[src/rtl/scan_mux.sv]
// scan_mux: time-multiplexed digit selector with auto scan or manual select.
// Define SCAN_MUX_BLANK_EN to insert BLANK dead cycles between channels.
module scan_mux #(
  parameter int CH    = 4,
  parameter int W     = 9,
  parameter int DIV   = 1000,
  parameter int BLANK = 2,
  parameter int IDXW  = $clog2(CH)
) (
  input  logic            i_clk,
  input  logic            i_rst_n,
  input  logic [CH*W-1:0] i_data,
  input  logic [CH-1:0]   i_en,
  input  logic            i_auto,
  input  logic [IDXW-1:0] i_ctrl,
  output logic [W-1:0]    o_data,
  output logic [CH-1:0]   o_dig,
  output logic [IDXW-1:0] o_idx,
  output logic            o_tick
);

`ifdef SCAN_MUX_BLANK_EN
  localparam bit BLANK_ON = 1'b1;
`else
  localparam bit BLANK_ON = 1'b0;
`endif

  localparam int DW = (DIV > 1) ? $clog2(DIV) : 1;
  localparam int BW = (BLANK > 1) ? $clog2(BLANK) : 1;

  typedef enum logic {S_SHOW, S_BLANK} state_t;

  state_t          r_state, w_state_nx;
  logic [IDXW-1:0] r_idx, w_idx_nx, w_nxt_en, w_cur;
  logic [DW-1:0]   r_dcnt, w_dcnt_nx;
  logic [BW-1:0]   r_bcnt, w_bcnt_nx;
  logic            r_adv, w_adv, w_show, w_wrap, w_any;
  logic [W-1:0]    r_data, w_data;
  logic [CH-1:0]   r_dig, w_dig;
  logic [IDXW-1:0] r_oidx;
  logic            r_tick;

  assign w_any  = |i_en;
  assign w_wrap = (r_dcnt == DW'(DIV - 1));
  assign w_cur  = i_auto ? r_idx : i_ctrl;
  assign w_show = !i_auto || (r_state == S_SHOW);

  // nearest enabled channel above r_idx, wrapping; r_idx itself ranks last
  always_comb begin
    int d;
    int best;
    best     = CH + 1;
    w_nxt_en = r_idx;
    for (int j = 0; j < CH; j++) begin
      d = (j - int'(r_idx) + 2 * CH) % CH;
      if (d == 0) d = CH;
      if (i_en[j] && d < best) begin
        best     = d;
        w_nxt_en = IDXW'(j);
      end
    end
  end

  always_comb begin
    w_state_nx = r_state;
    w_idx_nx   = r_idx;
    w_dcnt_nx  = r_dcnt;
    w_bcnt_nx  = r_bcnt;
    w_adv      = 1'b0;
    if (!i_auto) begin
      w_state_nx = S_SHOW;
      w_idx_nx   = i_ctrl;
      w_dcnt_nx  = '0;
      w_bcnt_nx  = '0;
    end else if (r_state == S_BLANK) begin
      if (r_bcnt == BW'(BLANK - 1)) begin
        w_state_nx = S_SHOW;
        w_bcnt_nx  = '0;
      end else begin
        w_bcnt_nx = r_bcnt + BW'(1);
      end
    end else if (w_wrap) begin
      w_dcnt_nx = '0;
      if (w_any) begin
        w_adv    = 1'b1;
        w_idx_nx = w_nxt_en;
        if (BLANK_ON) w_state_nx = S_BLANK;
      end
    end else begin
      w_dcnt_nx = r_dcnt + DW'(1);
    end
  end

  always_comb begin
    w_dig  = '0;
    w_data = '0;
    for (int j = 0; j < CH; j++) begin
      if (w_show && i_en[j] && w_cur == IDXW'(j)) begin
        w_dig[j] = 1'b1;
        w_data   = i_data[j*W +: W];
      end
    end
  end

  always_ff @(posedge i_clk or negedge i_rst_n) begin
    if (!i_rst_n) begin
      r_state <= S_SHOW;
      r_idx   <= '0;
      r_dcnt  <= '0;
      r_bcnt  <= '0;
      r_adv   <= 1'b0;
      r_data  <= '0;
      r_dig   <= '0;
      r_oidx  <= '0;
      r_tick  <= 1'b0;
    end else begin
      r_state <= w_state_nx;
      r_idx   <= w_idx_nx;
      r_dcnt  <= w_dcnt_nx;
      r_bcnt  <= w_bcnt_nx;
      r_adv   <= w_adv;
      r_data  <= w_data;
      r_dig   <= w_dig;
      r_oidx  <= w_cur;
      r_tick  <= i_auto & r_adv;
    end
  end

  assign o_data = r_data;
  assign o_dig  = r_dig;
  assign o_idx  = r_oidx;
  assign o_tick = r_tick;

endmodule

[config.mk]
export PLATFORM = sky130hd
export DESIGN_NAME = scan_mux
export DESIGN_NICKNAME = d
export VERILOG_FILES = /design/src/rtl/scan_mux.sv
export SDC_FILE = /design/constraint.sdc
export NUM_CORES = 1
export LEC_CHECK = 0
export CORE_MARGIN = 4
export CORE_UTILIZATION = 46
export DETAILED_ROUTE_END_ITERATION = 8
export PLACE_DENSITY = 0.88
export RECOVER_POWER = 100
export SKIP_CTS_REPAIR_TIMING = 1
export SYNTH_ARGS = -nofsm -noshare
export SYNTH_HDL_FRONTEND = slang
export SYNTH_SLANG_ARGS = --single-unit
[constraint.sdc]
create_clock -name i_clk -period 4.8 [get_ports i_clk]
set_input_delay 0.48 -clock i_clk [delete_from_list [all_inputs] [get_ports i_clk]]
set_output_delay 0.48 -clock i_clk [all_outputs]
set_load 0.02 [all_outputs]
# After elaboration in Yosys (flattened, before gate mapping)
# Cells that the tools add are included.
[word_totals] wordCells=100 regBits=31
[op_classes] bitwise=6 n_reduce_logical=25 n_eq_ne=9 n_addsub=10 mux=37 order_cmp=4
[ops] operator="two-way mux 32 bit" count=7
[ops] operator="zero test 32 bit" count=4
[ops] operator="less-than comparator 32 bit" count=3
[ops] operator="two-way mux 9 bit" count=4
[ops] operator="less-than comparator 32 x 4 -> 1 bit (second input constant)" count=1
[ops] operator="two-way mux 10 bit" count=3
[ops] operator="adder 3 x 5 -> 6 bit (second input constant)" count=4
[ops] operator="two-way mux 2 bit" count=9
[ops] operator="two-way mux 1 bit" count=14
[ops] operator="logical AND 1 bit" count=12
[ops] operator="adder 10 x 1 -> 10 bit (second input constant)" count=1
[ops] operator="== test 10 bit (second input constant)" count=1
[ops] operator="OR reduction 2 bit" count=4
[ops] operator="inequality test 2 x 1 -> 1 bit (second input constant)" count=3
[ops] operator="subtractor 1 x 2 -> 3 bit (first input constant)" count=2
[ops] operator="subtractor 2 x 2 -> 3 bit (first input constant)" count=2
[ops] operator="bitwise AND 1 bit" count=5
[ops] operator="inequality test 5 x 1 -> 1 bit (second input constant)" count=1
[ops] operator="== test 2 bit (second input constant)" count=2
[ops] operator="AND reduction 4 bit" count=1
[ops] operator="OR reduction 4 bit" count=1
[ops] operator="== test 2 x 1 -> 1 bit (second input constant)" count=1
[ops] operator="zero test 2 bit" count=1
[ops] operator="inequality test 2 bit (second input constant)" count=1
[ops] operator="other kinds (4)" count=4

# Depth between registers and ports, before layout
[depth] depth_word=22 depth_mapped=20 mapped_depth_nobuf=20

# Worst setup path before layout
# Ideal clock, no wire load.
[synth_path] kind="register to register" startpoint="reg r_idx[0]" endpoint="reg r_idx[0]" slack_ns=1.172 arrival_ns=3.551 path_buffers=0 setup_time_ns=0.077 synth_period_minus_slack_ns=3.628 path_stages_with_launch=20 t_required_ns=4.723 cell_sequence="dfrtp_1 > inv_1 > ha_1 > nor2b_1 > ha_1 > nand2b_4 > nand3_1 > a21oi_1 > inv_1 > ha_1 > nand2_1 > a31oi_1 > a221o_2 > nand2_1 > o21ai_0 > ha_1 > o21ai_0 > o21ai_1 > o21bai_1 > a21oi_1"
[synth_between] elab_chain_cells=22 word_cells_on_any_way=44 cone_classes="add/sub: 8; order compare: 4; eq/ne: 1; mux: 14; bitwise: 4; reduce/logical: 13"
[synth_lines] item="start: declaration" line="34" source="logic [IDXW-1:0] r_idx, w_idx_nx, w_nxt_en, w_cur;"
[synth_lines] item="start signal: assignment" line="118" source="r_idx <= w_idx_nx;"
[synth_lines] item="subtractor 1 x 2 -> 3 bit" line="55" source="d = (j - int'(r_idx) + 2 * CH) % CH;"
[synth_lines] item="adder 3 x 5 -> 6 bit" line="55"
[synth_lines] item="OR reduction 2 bit (no line)"
[synth_lines] item="bitwise AND 1 bit (no line)"
[synth_lines] item="zero test 32 bit" line="56" source="if (d == 0) d = CH;"
[synth_lines] item="two-way mux 32 bit" line="56"
[synth_lines] item="less-than comparator 32 x 4 -> 1 bit" line="57" source="if (i_en[j] && d < best) begin"
[synth_lines] item="logical AND 1 bit" line="57"
[synth_lines] item="[6 not listed]"
[synth_lines] item="two-way mux 32 bit" line="57"
[synth_lines] item="less-than comparator 32 bit" line="57"
[synth_lines] item="logical AND 1 bit" line="57"
[synth_lines] item="two-way mux 2 bit" line="57"
[synth_lines] item="two-way mux 2 bit" line="84" source="if (w_any) begin"
[synth_lines] item="two-way mux 2 bit" line="82" source="end else if (w_wrap) begin"
[synth_lines] item="two-way mux 2 bit" line="75" source="end else if (r_state == S_BLANK) begin"
[synth_lines] item="two-way mux 2 bit" line="70" source="if (!i_auto) begin"
# Parallel ways exist; a longest one is shown, timed or not. The select of a mux whose other input is x is not followed.
# A chain may end at the register's enable or synchronous reset.

# Final worst setup path
[layout_path] startpoint="in i_en[0]" endpoint="reg r_idx[0]"
[layout_between] elab_chain_cells=15 word_cells_on_any_way=21 cone_classes="order compare: 3; eq/ne: 2; mux: 10; reduce/logical: 6"
[layout_lines] item="start: declaration" line="13" source="input logic [CH-1:0] i_en,"
[layout_lines] item="logical AND 1 bit" line="57"
[layout_lines] item="two-way mux 32 bit" line="57"
[layout_lines] item="less-than comparator 32 bit" line="57"
[layout_lines] item="logical AND 1 bit" line="57"
[layout_lines] item="two-way mux 32 bit" line="57"
[layout_lines] item="less-than comparator 32 bit" line="57"
[layout_lines] item="logical AND 1 bit" line="57"
[layout_lines] item="two-way mux 32 bit" line="57"
[layout_lines] item="less-than comparator 32 bit" line="57"
[layout_lines] item="logical AND 1 bit" line="57"
[layout_lines] item="two-way mux 2 bit" line="57"
[layout_lines] item="two-way mux 2 bit" line="84"
[layout_lines] item="two-way mux 2 bit" line="82"
[layout_lines] item="two-way mux 2 bit" line="75"
[layout_lines] item="two-way mux 2 bit" line="70"
# Parallel ways exist; a longest one is shown, timed or not. The select of a mux whose other input is x is not followed.

==> results_tabular.tex <==
\begin{tabular}{lr}
\hline
Metric & Value \\
\hline
\multicolumn{2}{l}{\textbf{Logic synthesis}} \\
Fraction of the yosys area taken by sequential cells & a little over two fifths \\
Top cells by instance count after synthesis & sky130\_fd\_sc\_hd\_\_dfrtp\_1 (31), sky130\_fd\_sc\_hd\_\_nand2\_1 (21), sky130\_fd\_sc\_hd\_\_a22oi\_1 (16), sky130\_fd\_sc\_hd\_\_ha\_1 (12), sky130\_fd\_sc\_hd\_\_nor2\_1 (11) \\
Cells after synthesis & 196 \\
Synth area leaders & sky130\_fd\_sc\_hd\_\_dfrtp\_1 (42\%), sky130\_fd\_sc\_hd\_\_ha\_1 (8.1\%), sky130\_fd\_sc\_hd\_\_a22oi\_1 (6.5\%) \\
Netlist area before placement & between 0.0015 and 0.002 mm² \\
FF+latch count, synth & 31 \\
Most used standard cell by instance count after synthesis & sky130\_fd\_sc\_hd\_\_dfrtp\_1 \\
Fraction of synthesized cell area taken by the top area cell type & between 40\% and 50\% \\
Mapped Nets & about 250 \\
Main flop type after synthesis & sky130\_fd\_sc\_hd\_\_dfrtp\_1 \\
Yosys Warn Count & 0 \\
Number of distinct library cells after synthesis & 44 \\
Number of enable flip-flop cells after synthesis & 0 \\
Ys async rst share & 100\% \\
Most area-hungry cell type in the Yosys netlist & sky130\_fd\_sc\_hd\_\_dfrtp\_1 \\
Average cell area after synthesis & between 9 and 10 µm² \\
\multicolumn{2}{l}{\textbf{Route}} \\
1st-iter DRT viols & around 100 \\
Detailed-routing iteration count for the pre-antenna-repair pass & 5 \\
Routed wl met3 & a little under 300 µm \\
Max layer used & met4 \\
Routed metal-1 wirelength & roughly 2100 µm \\
Post-route DRC violation count & 0 \\
Wire length per cell & 16.0 µm \\
Total wire length after detailed routing & about 4900 µm \\
Via count & approximately 1.7k \\
Met2 layer wire length in the routed design & between 2000 and 2500 µm \\
Number of nets still failing antenna checks after routing & 0 \\
Detail-routed via count per cell & 5.55 \\
\multicolumn{2}{l}{\textbf{STA}} \\
Achievable frequency & 241 MHz \\
Final number of hold-violating endpoints & 0 \\
Final critical-path setup slack & 0.654 ns \\
Least-Margin Pin Slew & approximately 1.6 ns \\
Final period util & between 80\% and 90\% \\
Setup TNS & 0 ns \\
Worst clock skew on the final layout & 0.00521 ns \\
Final setup vio count & 0 \\
Final Max Slew Viols & 32 \\
Worst max-slew margin expressed relative to the limit & -7.23\% \\
Setup repair after global routing missed its margin & false \\
Fin crit period & between 4 and 5 ns \\
\multicolumn{2}{l}{\textbf{Die}} \\
\# IOs & 61 \\
Number of placement rows & 22 \\
Overall die area & just over 0.005 mm² \\
Effective utilization at floorplan & between 40\% and 50\% \\
Core Footprint & 0.00377 mm² \\
Die boundary height & 71.6 µm \\
DIE WIDTH & between 70 and 80 µm \\
\multicolumn{2}{l}{\textbf{Setup path}} \\
Element type at the critical path end & flip-flop \\
CP Launch Type & input pin \\
Critical path fanouts, max & 8 \\
Worst Path Arrival & approximately 4.4 ns \\
Worst setup path category & input pin to flip-flop \\
Worst path required time & roughly 5 ns \\
\multicolumn{2}{l}{\textbf{Placed design}} \\
Port-buffer cells & 60 \\
Total cell area at the placement stage & between 0.002 and 0.0025 mm² \\
Final estimated routing congestion in global placement & roughly 0.87 \\
Post-Place Worst Slack & roughly 0.49 ns \\
Hpwl dp & around 3700 µm \\
\multicolumn{2}{l}{\textbf{GRT}} \\
Antenna violations before repair & 0 \\
Overflow left after global routing & 0 \\
Via count of the first global-routing pass & approximately 1.6k \\
First-pass GRT wire length & 7820 µm \\
Global Route Usage Sum & approximately a fifth \\
Maximum number of pins on one net before global-route repair & 32 \\
\multicolumn{2}{l}{\textbf{Power}} \\
Switching power total & $\sim$0.00022 W \\
Portion of total power attributed to sequential cells & around 37\% \\
Total internal power & about 0.00055 W \\
Leakage component of the power & 1.21 nW \\
PnR Total Power & roughly 0.00077 W \\
Power per cell area & 297 mW/mm² \\
Switching part of the total power & between 20\% and 30\% \\
Power share of the clock group & between 30\% and 40\% \\
Max VDD drop & approximately 0.00013 V \\
Combinational power share & about 29\% \\
\multicolumn{2}{l}{\textbf{Run status}} \\
Result of the run & complete, but fails checks \\
Violations in the final reports & capacitance limit, slew limit \\
\multicolumn{2}{l}{\textbf{Clock network}} \\
Clk slew on worst S/H paths & 0.06 ns \\
Sink count of the clock tree & 31 \\
Total CTS buffers & 5 \\
Clock tree from TritonCTS & yes \\
Number of buffers between clock root and the deepest sink & 2 \\
Root buffer cell & sky130\_fd\_sc\_hd\_\_clkbuf\_8 \\
CTS H-tree depth & 2 \\
Clock insertion delay at the later pin of the skew report & $\sim$0.28 ns \\
\multicolumn{2}{l}{\textbf{Finish}} \\
Area growth from synthesis to layout & 39.7\% \\
Area of the multi-input gates & slightly below 0.001 mm² \\
Layout cells sized above 1 & around 5.4\% \\
\# fillers & around 280 \\
Total number of nets in the final design & $\sim$320 \\
FF+latch area & between 700 and 800 µm² \\
Antenna cell count & 0 \\
Final instance area & around 0.0026 mm² \\
\multicolumn{2}{l}{\textbf{Run}} \\
Max cap viols & 1 \\
\multicolumn{2}{l}{\textbf{Worst hold path}} \\
Hold/Removal Path Class & flip-flop to flip-flop \\
\hline
\end{tabular}
-- layer usage --
metal	up-vias	GRT usage, %
li1	834	-
met1	801	25.5
met2	58	31.4
met3	11	3.37
met4	0	10.6
met5	-	0
-- kinds of logic (layout without fill, tap and decap cells) --
logic type / count (synthesis) / after routing / synth area share [%]
adders and majority gates: 12 / 12 / 8.08
muxes: 2 / 2 / 1.08
AOI/OAI and AO/OA: 51 / 51 / 18.9
buffers and inverters: 17 / 80 / 4.44
xor gates and xnor gates: 7 / 7 / 3.30
and+or+nand+nor: 76 / 76 / 22.4
DFF: 31 / 31 / 41.8
-- power groups by stage --
stage / Clock [W] / Sequential (W) / Combinational [W]
after detailed placement: 0 / 0.000289 / 0.000226
after global routing: 0.000285 / 0.000285 / 0.000243
after CTS: 0.000268 / 0.000284 / 0.000228
final: 0.000264 / 0.000284 / 0.000222
after floorplan: 0 / 0.000306 / 0.000113
after global placement: 0 / 0.000288 / 0.000225
-- worst max-delay path, cell delays in order --
cell	delay, ns
sky130_fd_sc_hd__dlygate4sd3_1	0.68
sky130_fd_sc_hd__nor2b_1	0.23
sky130_fd_sc_hd__ha_1	0.28
sky130_fd_sc_hd__nand2b_4	0.09
sky130_fd_sc_hd__nand3_1	0.21
sky130_fd_sc_hd__a21oi_1	0.26
sky130_fd_sc_hd__inv_1	0.07
sky130_fd_sc_hd__ha_1	0.32
sky130_fd_sc_hd__nand2_1	0.07
sky130_fd_sc_hd__a31oi_1	0.04
sky130_fd_sc_hd__a221o_2	0.42
sky130_fd_sc_hd__o21ai_0	0.21
sky130_fd_sc_hd__ha_1	0.26
sky130_fd_sc_hd__o21ai_0	0.28
sky130_fd_sc_hd__o21ai_0	0.13
sky130_fd_sc_hd__o21bai_1	0.16
sky130_fd_sc_hd__a21oi_1	0.16
-- worst paths after layout --
path,start,to,slack (ns),cells past startpoint
worst max-delay path,i_en[0],r_idx[0]$_DFFE_PN0P_,0.65,17
worst min-delay path,r_bcnt$_DFFE_PN0P_,r_state$_DFF_PN0_,0.47,1
worst max register to register,r_idx[1]$_DFFE_PN0P_,r_idx[0]$_DFFE_PN0P_,0.81,18
worst min register to register,r_bcnt$_DFFE_PN0P_,r_state$_DFF_PN0_,0.47,1
max in group asynchronous,i_rst_n,o_data[0]$_DFF_PN0_,2.73,2
min in group asynchronous,i_rst_n,r_dcnt[4]$_DFFE_PN0N_,1.14,2
-- cell type report --
type                    instances  area share [%]
repair buffers                 62            23.6
well taps                      48            2.31
multi-input cells             148            38.2
inverters                      10            1.45
clock buffers                   6            3.18
clock inverters                 2            1.35
flip-flops and latches         31            29.9
-- registers in the layout (all words and copies together), names as in the netlist --
name,flops
r_dcnt,10
o_data,9
o_dig,4
o_idx,2
r_idx,2
o_tick,1
r_adv,1
r_bcnt,1
r_state,1
-- through the flow --
stage               std cells  hold WS [ns]  util (%)
global route              307         0.480      68.8
CTS                       307         0.467      69.1
finish                    307         0.468      68.8
detailed placement        299         0.444      66.0
global placement          299         0.439      66.0
floorplan                 196         0.184         -
-- cells in the final DEF, fill, tap and decap left out, types with 4 or more instances in the layout --
| cell | instances |
|---|---|
| sky130_fd_sc_hd__clkdlybuf4s50_1 | 41 |
| sky130_fd_sc_hd__dfrtp_1 | 31 |
| sky130_fd_sc_hd__nand2_1 | 21 |
| sky130_fd_sc_hd__dlygate4sd3_1 | 19 |
| sky130_fd_sc_hd__a22oi_1 | 16 |
| sky130_fd_sc_hd__ha_1 | 12 |
| sky130_fd_sc_hd__nor2_1 | 11 |
| sky130_fd_sc_hd__nand3_1 | 10 |
| sky130_fd_sc_hd__inv_1 | 9 |
| sky130_fd_sc_hd__o21ai_0 | 8 |
| sky130_fd_sc_hd__nand2b_1 | 6 |
| sky130_fd_sc_hd__clkbuf_8 | 6 |
| sky130_fd_sc_hd__and3_1 | 5 |
| sky130_fd_sc_hd__xor2_1 | 5 |
| sky130_fd_sc_hd__nor2b_1 | 4 |
| sky130_fd_sc_hd__a21oi_1 | 4 |
| sky130_fd_sc_hd__nor3_1 | 4 |
| sky130_fd_sc_hd__a31oi_1 | 4 |
| sky130_fd_sc_hd__o21ai_1 | 4 |
Power figures use the tool's default switching activity.
